<file path="src/rtl/b2_divider_sequencer.sv">
// Sequential restoring divider: one quotient digit per clock, built on a
// reused (N+1)-digit ripple-borrow subtractor, with a start/done handshake.

module b2_subtractor (
    input  logic a,
    input  logic b,
    input  logic bin,
    output logic d,
    output logic bout
);

    assign d    = a ^ b ^ bin;
    assign bout = (~a & b) | (~(a ^ b) & bin);

endmodule

module b2_divider_sequencer #(
    parameter int unsigned N = 3
) (
    input  logic         clock,
    input  logic         reset,
    input  logic         start,
    input  logic [N-1:0] x,
    input  logic [N-1:0] y,
    output logic         busy,
    output logic         done,
    output logic [N-1:0] q,
    output logic [N-1:0] r,
    output logic         dz
);

    localparam int unsigned CW = $clog2(N);

    typedef enum logic [1:0] {
        IDLE = 2'd0,
        RUN  = 2'd1,
        DONE = 2'd2
    } state_t;

    state_t          state_q;
    logic [N-1:0]    rem_q;
    logic [N-1:0]    qsh_q;
    logic [N-1:0]    ysh_q;
    logic [CW-1:0]   cnt_q;
    logic [N-1:0]    q_q;
    logic [N-1:0]    r_q;
    logic            dz_q;
    logic            busy_q;
    logic            done_q;

    logic [N:0]      t_c;
    logic [N:0]      ysub_c;
    logic [N:0]      diff_c;
    logic [N+1:0]    borrow_c;
    logic            bout_c;
    logic [N-1:0]    rem_d;
    logic [N-1:0]    qsh_d;
    logic            unused_top_c;

    // Trial subtraction of the divisor from the shifted partial remainder
    assign t_c         = {rem_q, qsh_q[N-1]};
    assign ysub_c      = {1'b0, ysh_q};
    assign borrow_c[0] = 1'b0;

    for (genvar i = 0; i <= N; i++) begin : g_cell
        b2_subtractor u_cell (
            .a    (t_c[i]),
            .b    (ysub_c[i]),
            .bin  (borrow_c[i]),
            .d    (diff_c[i]),
            .bout (borrow_c[i+1])
        );
    end

    assign bout_c = borrow_c[N+1];
    // Top difference digit is always zero when no borrow occurs
    assign unused_top_c = diff_c[N];

    assign rem_d = bout_c ? t_c[N-1:0] : diff_c[N-1:0];
    assign qsh_d = {qsh_q[N-2:0], ~bout_c};

    always_ff @(posedge clock or posedge reset) begin
        if (reset) begin
            state_q <= IDLE;
            rem_q   <= '0;
            qsh_q   <= '0;
            ysh_q   <= '0;
            cnt_q   <= '0;
            q_q     <= '0;
            r_q     <= '0;
            dz_q    <= 1'b0;
            busy_q  <= 1'b0;
            done_q  <= 1'b0;
        end else begin
            case (state_q)
                IDLE: begin
                    done_q <= 1'b0;
                    if (start) begin
                        busy_q <= 1'b1;
                        if (y != '0) begin
                            rem_q   <= '0;
                            qsh_q   <= x;
                            ysh_q   <= y;
                            cnt_q   <= CW'(N - 1);
                            state_q <= RUN;
                        end else begin
                            q_q     <= '1;
                            r_q     <= x;
                            dz_q    <= 1'b1;
                            done_q  <= 1'b1;
                            state_q <= DONE;
                        end
                    end
                end
                RUN: begin
                    rem_q <= rem_d;
                    qsh_q <= qsh_d;
                    if (cnt_q != '0) begin
                        cnt_q <= cnt_q - CW'(1);
                    end else begin
                        q_q     <= qsh_d;
                        r_q     <= rem_d;
                        dz_q    <= 1'b0;
                        done_q  <= 1'b1;
                        state_q <= DONE;
                    end
                end
                DONE: begin
                    busy_q  <= 1'b0;
                    done_q  <= 1'b0;
                    state_q <= IDLE;
                end
                default: begin
                    busy_q  <= 1'b0;
                    done_q  <= 1'b0;
                    state_q <= IDLE;
                end
            endcase
        end
    end

    assign busy = busy_q;
    assign done = done_q;
    assign q    = q_q;
    assign r    = r_q;
    assign dz   = dz_q;

endmodule

</file>
<file path="config.mk">
export PLATFORM = sky130hd
export DESIGN_NAME = b2_divider_sequencer
export DESIGN_NICKNAME = d
export VERILOG_FILES = /design/src/rtl/b2_divider_sequencer.sv
export SDC_FILE = /design/constraint.sdc
export NUM_CORES = 1
export LEC_CHECK = 0
export ABC_AREA = 1
export ABC_CLOCK_PERIOD_IN_PS = 1800
export BUFFER_PORTS_ARGS = -buffer_cell sky130_fd_sc_hd__buf_2
export CORE_ASPECT_RATIO = 1.1
export CORE_MARGIN = 4
export CORE_UTILIZATION = 30
export DETAILED_ROUTE_END_ITERATION = 12
export RECOVER_POWER = 50
export SETUP_SLACK_MARGIN = 0.1
export SYNTH_ARGS = -nofsm -noshare
export SYNTH_HDL_FRONTEND = slang
export SYNTH_SLANG_ARGS = --single-unit
</file>
<file path="constraint.sdc">
create_clock -name clock -period 1.8 [get_ports clock]
set_clock_uncertainty 0.1 [all_clocks]
set_input_delay 0.36 -clock clock [delete_from_list [all_inputs] [get_ports clock]]
set_output_delay 0.36 -clock clock [all_outputs]
set_load 0.01 [all_outputs]
</file>
# Word level (Yosys, flattened, before mapping)
# Index checks and enable logic that the tools add are counted.
# Widths: inputs -> output; s select.
[word_totals]
ff_bits = 22
out_inout_bits = 9
word_cells = 81
[op_classes]
n_addsub = 1
n_eq_ne = 6
mux = 33
n_bitwise = 21
reduce_logical = 10
[ops]
columns = ["op", "n"]
rows = [
  ["$mux 3", 11],
  ["$pmux 3 s2", 4],
  ["$mux 2", 6],
  ["$ne 2x2->1 const B", 5],
  ["$not 1->1", 8],
  ["$pmux 2 s2", 2],
  ["$reduce_and 4->1", 2],
  ["$mux 1", 7],
  ["$and 1x1->1", 6],
  ["$pmux 1 s2", 3],
  ["$reduce_and 3->1", 2],
  ["$xor 1x1->1", 5],
  ["$reduce_and 2->1", 2],
  ["$reduce_bool 2->1", 2],
  ["$reduce_bool 3->1", 1],
  ["$eq 2x1->1 const B", 1],
  ["$logic_not 2->1", 1],
  ["$or 1x1->1", 2],
  ["$sub 2x1->2 const B", 1],
]

# Logic depth before layout (Yosys ltp)
[depth]
word_depth = 10
depth_mapped = 12
depth_no_buf = 12

# Cells and area by module
# Synthesis repeated with hierarchy kept, for this count alone.
[unflattened]
hier_cells = 151
hier_area_um2 = 1147.4
[modules_own_cells]
columns = ["mod", "instances", "cells_each", "area_each_um2", "seq_area_each_um2"]
rows = [
  ["b2_divider_sequencer", 1, 135, 1022.2, 550.5],
  ["b2_subtractor", 4, 4, 31.3, 0.0],
]

# Least setup slack after synthesis
# OpenSTA, ideal clock, no wires.
[synth_timing]
path_type = "reg-to-reg"
from = "reg qsh_q[2]"
to = "reg r_q[2], in the netlist r[2]"
setup_time_ps = 65
arrival_ps = 1696
setup_slack_ps = -61
stages_incl_launch_ff = 12
period_less_slack_ps = 1861
cell_sequence = "dfrtp_1 > inv_1 > ha_1 > inv_1 > fa_1 > inv_1 > fa_1 > inv_1 > nand3_1 > nand3_1 > nand2_1 > nand2_1"
[synth_via]
elab_chain_len = 10
[synth_lines]
columns = ["item", "line", "source"]
rows = [
  ["start: declaration", "42", "logic [N-1:0] qsh_q;"],
  ["start signal: assignment", "117", "qsh_q <= qsh_d;"],
  ["$not 1->1 *", "13", "assign bout = (~a & b) | (~(a ^ b) & bin);"],
  ["$and 1x1->1 * (2 in a row)", "13", ""],
  ["$or 1x1->1 *", "13", ""],
  ["$and 1x1->1", "13", ""],
  ["$or 1x1->1", "13", ""],
  ["$and 1x1->1", "13", ""],
  ["$mux 3 *", "79", "assign rem_d = bout_c ? t_c[N-1:0] : diff_c[N-1:0];"],
  ["$mux 3 *", "118", "if (cnt_q != '0) begin"],
  ["$pmux 3 s2 *", "95", "case (state_q)"],
  ["end signal: assignment", "122", "r_q <= rem_d;"],
  ["end: declaration", "46", "logic [N-1:0] r_q;"],
]
# Mark *: on every way between the ends. The rest lies on a longest branch, timed or not. The select of a mux whose other input is x is not followed.
# A chain may end at the register's enable or synchronous reset.

# Worst setup path after layout
# Ends and elaborated chain as after synthesis.

==> results by group <==
Run status
  • Outcome: finished, violations left
  • Failing checks: setup timing

Timing
  • Final setup viols: 8
  • Fin crit share: 107%
  • Worst-margin pin slew: 369 ps
  • Hold slack: 190 ps
  • Min cycle time layout: 1930 ps
  • Fin. Hold Viols: 0
  • Max Freq: roughly 520 MHz
  • Fin. max-slew vios: 0
  • RSZ-0062 raised after global routing: true
  • PnR worst setup slack: -130 ps
  • Worst rel slew slack: 75.4%

Clocking
  • Total CTS buffers: 3
  • CTS tree: built
  • Clk root buf: clkbuf_4
  • H-tree levels: 1
  • CTS max path bufs: 2
  • Clock Latency Late Sink: 320 ps
  • CTS Sinks: 22
  • Clock transition at the registers of the reported paths: 120 ps

Placement
  • Count of input and output buffers: 17
  • Final Wtd Congestion: 0.853
  • DP Wirelength: 1720 µm
  • Placed cell count: 198

Pwr
  • P_leak: 0.736 nW
  • Psw: 1.13 mW
  • Combinational share of power: a little over half
  • VDD IR max: 0.431 mV
  • Pwr dens: 1840 nW/µm²
  • Total Power: 2.49 mW
  • Sequential Power Share: between 30% and 40%
  • Int Pwr: 1.36 mW
  • Switching Fraction: 45.5%
  • Clock share of power: 11.1%

Worst hold path
  • Worst hold start: y[2]
  • Worst Hold Class: in -> reg

Detailed routing
  • DRT Wirelength: 2340 µm
  • 1st-iter DRT viols: between 50 and 60
  • Post-DRT Antenna Nets: 0
  • Routed via count: 898
  • Vias per cell: 4.40
  • Routed len/inst: 11.5 µm
  • DR DRC count: 0
  • Initial DRT Pass Iterations: 4

Yosys
  • Synth Register Bits: 22
  • Cells after Synth: around 130
  • Sequential share of the synthesized area: approximately half
  • Syn_nets: 144
  • Ranking of synthesized cells by area: dfrtp_1, nand2_1, nand3_1
  • Syn avg cell area: ~8.3 µm²
  • Unique cell type count in the Yosys netlist: 16
  • Synth warnings: 0
  • Share of the synthesized area in the top cell type: 50.9%
  • Synthesized cell area: 1080 µm²
  • Post-synth top area cell: dfrtp_1

Global routing
  • M2 GR Usage: 17.1%
  • Number of global-route vias before repair: 861
  • First-pass GRT wire length: 3800 µm
  • M1 GR Usage: 13.8%
  • Met3 GRT Util: under 10%
  • Antenna violations before repair: 0
  • Top Usage Layer GRT: met2
  • Total grt overflow: 0
  • Global router's overall resource usage: 10.6%
  • Largest net degree at the start of global routing: 14

Final layout
  • Non-filler cells, final: 204
  • Fillers: 361
  • Nets: 170
  • Area growth, synth to finish: 25.1%
  • Antenna Cells: 0
  • Layout cells sized above 1: 32.7%

Worst setup path
  • CP Launch Point: qsh_q[2]
  • Setup crit end kind: flop
  • RR Startpoint: qsh_q[2]
  • Critical path fanouts, max: 2
  • CP Data Arrival Time: 2090 ps
  • Worst path required time: around 2000 ps
  • Launching element type of the critical path: flop
  • Setup Crit Path Kind: reg -> reg

Die
  • DIE WIDTH: about 65 µm
  • Initial Util: 31.7%
  • Site Rows: 22
  • Die Y: 71.0 µm
  • Core ar.: between 3000 and 4000 µm²
  • Die area: 4630 µm²
  • I/O pins: 18

Job
  • MaxCap Viol Count: 0
-- layout make-up --
| type | instances | area (µm²) | area share, % |
|---|---|---|---|
| Sequential cell | 22 | 551 | 40.7 |
| Multi-Input combinational cell | 84 | 494 | 36.5 |
| Timing Repair Buffer | 22 | 123 | 9.06 |
| Inverter | 24 | 90.1 | 6.65 |
| Tap cell | 48 | 60.1 | 4.44 |
| Clock buffer | 4 | 36.3 | 2.68 |
-- metal layers --
layer  up-vias  share of wire (%)
met1       410                 45
met4         0                2.4
li1        462                  -
met2        22                 48
met5         -                  0
met3         4                4.7
-- registers in the layout (all words and copies together), names as in the netlist --
signal / cells
dz: 1
cnt_q: 2
ysh_q: 3
rem_q: 3
qsh_q: 3
busy: 1
q: 3
r: 3
done: 1
state_q: 2
-- power groups by stage --
stage	Sequential (mW)	Combinational (mW)	Clock [mW]
after floorplan	0.897	0.830	0
after global placement	0.868	1.16	0
after detailed placement	0.879	1.19	0
after CTS	0.868	1.21	0.284
after global routing	0.913	1.54	0.308
final	0.878	1.34	0.276
-- synthesized netlist by cell type --
cell and count:
a21oi_1 2, buf_4 1, dfrtp_1 22, fa_1 2
ha_1 2, inv_1 20, inv_2 4, nand2_1 34
nand2_2 2, nand2_4 1, nand3_1 21, nand3_2 1
nor2_1 7, nor2_4 1, o21ai_0 6, o21ai_1 5
-- placed cells by master (no fill, tap or decap) --
| master | count |
|---|---|
| inv_2 | 9 |
| nand3_1 | 15 |
| nor2_1 | 6 |
| inv_1 | 15 |
| o21ai_1 | 6 |
| a21oi_1 | 2 |
| dfrtp_1 | 22 |
| dlygate4sd3_1 | 1 |
| clkbuf_2 | 1 |
| o21ai_0 | 5 |
| fa_2 | 2 |
| buf_4 | 3 |
| nand2_1 | 32 |
| buf_2 | 17 |
| ha_1 | 1 |
| ha_4 | 1 |
| nand2_4 | 1 |
| nand3_2 | 7 |
| clkbuf_4 | 3 |
| nand2_2 | 4 |
| clkbuf_8 | 1 |
| nor2_4 | 2 |
-- final timing paths --
path                       slack, ps  depth (start not counted)       end
min reg2reg                      390                          2      r[0]
min in group asynchronous        440                          3        dz
max reg2reg                     -130                         11      r[2]
max                             -130                         11      r[2]
max in group asynchronous        510                          4  rem_q[2]
min                              190                          3  ysh_q[2]
-- repair_timing --
item	CTS	global route
buffers inserted	0	1
gates resized for setup	1	14
setup endpoints to repair	8	8
hold endpoints to repair	9	0
pin swaps	1	7
hold buffers	1	0
-- kinds of logic after synthesis --
logic type	count (synthesis)	share of synthesized area (%)
AOI/OAI and AO/OA	13	6.01
buffers and inverters	25	9.02
adders and majority gates	4	6.01
and+or+nand+nor	67	28.1
DFF	22	50.9
-- through the flow --
step | utilization [%] | setup WS (ps) | TNS (ps) | instance area, µm²
detailed placement | 36.6 | -120 | -433 | 1250
global placement | 36.6 | -92.6 | -346 | 1250
CTS | 38.1 | -147 | -683 | 1300
global route | 39.7 | -231 | -1340 | 1350
finish | 39.7 | -130 | -472 | 1350
floorplan | - | -46.8 | -46.8 | 1090
-- critical path, stage by stage (launching register included) --
cell and delay (ps):
dfrtp_1 410, inv_2 80, ha_4 120, inv_2 30
fa_2 320, inv_2 60, fa_2 430, inv_2 70
nand3_2 90, nand3_2 70, nand2_1 50, nand2_1 50
No activity file was read; power rests on OpenSTA's default activity.
